===== src/rtl/mips_pkg.sv =====
// Shared MIPS32 pipeline definitions: register-file geometry and common types.
package mips_pkg;

  localparam int REG_ADDR_W = 5;
  localparam int NUM_REGS   = 32;
  localparam int DATA_W     = 32;

  typedef logic [REG_ADDR_W-1:0] reg_addr_t;
  typedef logic [DATA_W-1:0]     word_t;

  // Register $0 is hard-wired to zero in MIPS32.
  localparam reg_addr_t ZERO_REG = 5'd0;

endpackage : mips_pkg


===== src/rtl/reg_file.sv =====
// MIPS32 general-purpose register file.
// One writeback port, two combinational decode read ports with same-cycle
// writeback-to-decode bypass, one un-bypassed debug read port, and a counter
// of committed non-$0 writes.
module reg_file
  import mips_pkg::*;
#(
  parameter int NUM_REGS = mips_pkg::NUM_REGS,
  parameter int DATA_W   = mips_pkg::DATA_W
) (
  input  logic                  clk,
  input  logic                  rst,
  input  logic                  reg_write_w,
  input  logic [REG_ADDR_W-1:0] write_reg_w,
  input  logic [DATA_W-1:0]     result_w,
  input  logic [REG_ADDR_W-1:0] read_reg1_d,
  input  logic [REG_ADDR_W-1:0] read_reg2_d,
  output logic [DATA_W-1:0]     read_data1_d,
  output logic [DATA_W-1:0]     read_data2_d,
  input  logic [REG_ADDR_W-1:0] dbg_reg,
  output logic [DATA_W-1:0]     dbg_data,
  output logic [31:0]           wb_count
);

  logic [DATA_W-1:0] regs_q [NUM_REGS];
  logic [DATA_W-1:0] regs_d [NUM_REGS];
  logic [31:0]       wb_count_q;
  logic [31:0]       wb_count_d;
  logic              wr_en;

  // A write commits only outside reset and never to $0.
  assign wr_en = !rst && reg_write_w && (write_reg_w != ZERO_REG);

  // Shared read mux for the decode ports: $0, then bypass, then storage.
  function automatic logic [DATA_W-1:0] read_port(
    input logic [REG_ADDR_W-1:0] addr,
    input logic [DATA_W-1:0]     stored,
    input logic                  byp_en,
    input logic [REG_ADDR_W-1:0] byp_addr,
    input logic [DATA_W-1:0]     byp_data
  );
    if (addr == ZERO_REG) begin
      return '0;
    end else if (byp_en && (addr == byp_addr)) begin
      return byp_data;
    end else begin
      return stored;
    end
  endfunction

  // Next-state of storage and commit counter.
  always_comb begin
    // NOTE: every always_comb output gets a default before any branch, so no path can leave it unassigned and infer a latch.
    regs_d     = regs_q;
    wb_count_d = wb_count_q;
    if (rst) begin
      // NOTE: the storage array is cleared by reset on purpose; architectural state must read 0 after reset, so this memory is built from resettable flops rather than a RAM macro.
      for (int i = 0; i < NUM_REGS; i++) begin
        regs_d[i] = '0;
      end
      wb_count_d = '0;
    end else if (wr_en) begin
      regs_d[write_reg_w] = result_w;
      wb_count_d          = wb_count_q + 32'd1;
    end
  end

  // State registers; reset is folded into the _d logic, so it stays synchronous.
  always_ff @(posedge clk) begin
    // NOTE: state is updated with non-blocking assignments so every flop samples pre-edge values regardless of statement order.
    regs_q     <= regs_d;
    wb_count_q <= wb_count_d;
  end

  // Combinational read ports; the debug port sees storage only.
  always_comb begin
    read_data1_d = read_port(read_reg1_d, regs_q[read_reg1_d], wr_en, write_reg_w, result_w);
    read_data2_d = read_port(read_reg2_d, regs_q[read_reg2_d], wr_en, write_reg_w, result_w);
    dbg_data     = (dbg_reg == ZERO_REG) ? '0 : regs_q[dbg_reg];
  end

  assign wb_count = wb_count_q;

endmodule : reg_file

===== config.mk =====
export PLATFORM = sky130hd
export DESIGN_NAME = reg_file
export DESIGN_NICKNAME = d
export VERILOG_FILES = /design/src/rtl/mips_pkg.sv /design/src/rtl/reg_file.sv
export SDC_FILE = /design/constraint.sdc
export NUM_CORES = 2
export LEC_CHECK = 0
export BUFFER_PORTS_ARGS = -buffer_cell sky130_fd_sc_hd__clkbuf_2
export CORE_ASPECT_RATIO = 0.9
export CORE_MARGIN = 2
export CORE_UTILIZATION = 41
export CTS_CLUSTER_SIZE = 20
export DETAILED_ROUTE_END_ITERATION = 12
export MAX_ROUTING_LAYER = met4
export PLACE_DENSITY = 0.58
export SLEW_MARGIN = 20
export SYNTH_ARGS = -nofsm -noshare
export SYNTH_HDL_FRONTEND = slang
export SYNTH_SLANG_ARGS = --single-unit

===== constraint.sdc =====
create_clock -name clk -period 5.51 [get_ports clk]
set_input_delay 0.2755 -clock clk [delete_from_list [all_inputs] [get_ports clk]]
set_output_delay 0.2755 -clock clk [all_outputs]
set_load 0.005 [all_outputs]

==> metrics <==
outcome finished, final reports clean; library cell with the highest instance count after synthesis sky130_fd_sc_hd__nand2_1; kind of capture point of the worst setup path output port; Max clock buf depth 3; Clock Sinks 1056; register bit count reported by yosys 1056; Yosys top cell area share 33.6%; time the worst path needs with I/O delays and setup 4.38 ns; vias in the first global route 53500; FP Rows 136; placeable core region 152000 µm²; post-DR vias/cell 6.75; Placed Cells incl. Taps 8370; leading cell types by total area after synthesis sky130_fd_sc_hd__dfxtp_1, sky130_fd_sc_hd__mux4_2, sky130_fd_sc_hd__nand2_1, sky130_fd_sc_hd__a21oi_1, sky130_fd_sc_hd__mux2i_1; Slew @ Worst Pin 1.35 ns; largest area contributor in the synthesized netlist sky130_fd_sc_hd__dfxtp_1; PwrDens 263 nW/µm²; Slew HR 9.73%; ratio of cells with drive above 1 in the final layout 22.6%; delay of the slowest cell on the worst path 0.80 ns; synth cell count leaders sky130_fd_sc_hd__nand2_1, sky130_fd_sc_hd__dfxtp_1, sky130_fd_sc_hd__a21oi_1; Filler cells 14300; count of nets after finishing 6553; portion of the post-synthesis area used by sequential elements 33.6%; Post-Syn Area 62900 µm²; Post-Route Skew 0.00796 ns; portion of the clock cycle consumed by the worst path in the final layout 79.5%; required time reported for the critical path endpoint 5.23 ns; chain of cells forming the critical path dlygate4sd3_1 > buf_8 > nor2b_1 > nand4_1 > o21ai_4 > buf_4 > a211oi_1 > a211o_1 > clkbuf_2; HP Class in2reg; synth warn 0; CTS HTree Levels 3; Setup crit start rst; Most used DFF post-synth sky130_fd_sc_hd__dfxtp_1; critical path's slowest cell sky130_fd_sc_hd__o21ai_4; total vias in the final route 58100; first-iteration detailed-routing DRC count 10500; Horiz. Die Dim 417 µm; setup violators final 0; mean routed wirelength per cell 33.2 µm; Yosys cell types 63; number of endpoints with negative hold slack in the final report 0; worst path arrival time 4.10 ns; kind of critical path in2out; worst reg2reg setup slack 3.06 ns; antenna violations before repair 24; CTS tree built; cell at the root of the clock tree sky130_fd_sc_hd__clkbuf_16; synthesized instance count 6737; Clk Latency, worst-skew pair 0.78 ns; type of element launching the critical path input port; TritonCTS buffer count 119; reg-to-reg critical path startpoint wb_count[6]$_SDFFE_PP0P_; Post-route DRC 0; Post-DRT Antenna Nets 0; Port Buffer Count 182; maximum vdd ir drop 0.277 mV; Peak Freq 0.228 GHz; non-filler cells, final 8619; Area growth syn-to-layout 9.94%; area enclosed by the die boundary 157000 µm²; Post-DP HPWL 176000 µm; count of cells along the worst register-to-register path 5; number of pins with negative max-slew slack in the final report 0; DR pass1 iterations 8; worst reg2reg path endpoint wb_count[29]$_SDFFE_PP0P_; number of synthesized flops with an enable pin 0; die height 376 µm; largest fanout on the critical path 90; number of ports placed on the die boundary 183; standby leakage power 22.5 nW; mean cell area of the mapped netlist 9.33 µm²; Resize count post-CTS 0; global-route wire length before repair 404000 µm; RSZ-0062 raised after global routing no; clock-pin slew on the worst setup and hold paths 0.06 ns; synthesized netlist net count 6793; Setup crit end read_data1_d[1]; routability congestion estimate 0.975; wire length after detailed routing 286000 µm; final-layout setup total negative slack 0 ns; maximum number of pins on one net before global-route repair 190; residual overflow from global routing 0; max_cap viols 0; global-route usage over all layers 36.7%; fraction of registers with async set/reset 0%; Initial Util 41.2%
[logic make-up after synthesis]
kind of cell / Yosys count / synth area share (%)
AO/OA/AOI/OAI: 1416 / 13.1
XOR/XNOR: 29 / 0.404
adder cells (fa/ha/maj): 1 / 0.0199
buffers and inverters: 781 / 6.15
flip-flops: 1056 / 33.6
multiplexers: 999 / 30.8
AND/OR/NAND/NOR: 2455 / 15.9
[sequential cells by signal (all words and copies together) (netlist names)]
register and count:
regs_q 1024, wb_count 32
[metal layers]
metal  track usage [%]  vias up  share of wire [%]
li1                  -    23700                  -
met1              46.4    28500                 36
met2              50.6     4814                 42
met3              11.1     1127                 15
met4              23.7        0                7.9
met5                 -        -                  0
[worst max-delay path: cells and delay by family]
kind                   cells  cell delay [ns]
and+or+nand+nor            2             0.81
AOI/OAI and AO/OA          3             1.37
buffers and inverters      4             1.53
[per-stage QoR]
stage / utilization, % / total power, W / area [µm²] / worst slack, ns / hold slack, ns
floorplan: - / 0.00898 / 62900 / 3.22 / 0.453
global placement: 42.4 / 0.00960 / 64700 / 1.81 / 0.461
detailed placement: 42.5 / 0.00961 / 64800 / 1.81 / 0.470
CTS: 45.3 / 0.0181 / 69000 / 1.26 / 0.000324
global route: 45.3 / 0.0185 / 69100 / 1.12 / 0.0183
finish: 45.3 / 0.0182 / 69100 / 1.13 / 0.00904
[cell type report]
class                   instances  area [µm²]  area share (%)
clock inverters                57         767            1.11
well taps                    2001        2500            3.62
flip-flops and latches       1056       21100            30.6
multi-input cells            4900       38300            55.3
clock buffers                 164        3420            4.94
inverters                      44         166           0.241
repair buffers                376        2830            4.09
diodes                         21        52.6          0.0760
[worst min-delay path by stage]
stage,startpoint,end,slack [ns],cells past startpoint
detailed placement,regs_q[148]$_SDFFE_PP0P_,regs_q[148]$_SDFFE_PP0P_,0.47,2
finish,result_w[12],regs_q[12]$_SDFFE_PP0P_,0.009,4
global route,result_w[12],regs_q[140]$_SDFFE_PP0P_,0.02,4
CTS,result_w[24],regs_q[56]$_SDFFE_PP0P_,0.0003,4
global placement,regs_q[20]$_SDFFE_PP0P_,regs_q[20]$_SDFFE_PP0P_,0.46,2
floorplan,regs_q[165]$_SDFFE_PP0P_,regs_q[165]$_SDFFE_PP0P_,0.45,2
[layout by cell type (no fill, tap or decap), types with 79 or more instances in the layout]
cell type,netlist,routed
sky130_fd_sc_hd__a211oi_1,103,103
sky130_fd_sc_hd__mux4_2,748,748
sky130_fd_sc_hd__a21oi_1,966,966
sky130_fd_sc_hd__buf_4,99,166
sky130_fd_sc_hd__clkbuf_2,11,169
sky130_fd_sc_hd__a22oi_1,87,87
sky130_fd_sc_hd__mux2i_1,247,247
sky130_fd_sc_hd__nor2b_1,82,79
sky130_fd_sc_hd__nand2_1,2121,2090
sky130_fd_sc_hd__dfxtp_1,1056,1056
sky130_fd_sc_hd__clkbuf_16,0,120
[repair_timing]
action                                 4_1_cts  5_1_grt
hold buffers                                 4        0
buffers inserted                             0        0
endpoints found under the hold margin       86        0
[power by group]
| part | total (W) | internal (W) | leakage (nW) | switching, W |
|---|---|---|---|---|
| Clock | 0.00868 | 0.00499 | 2.03 | 0.00368 |
| Sequential | 0.00770 | 0.00766 | 8.51 | 0.0000341 |
| Combinational | 0.00182 | 0.000533 | 12.0 | 0.00129 |
Note: power is estimated with default switching activity, not from simulation.
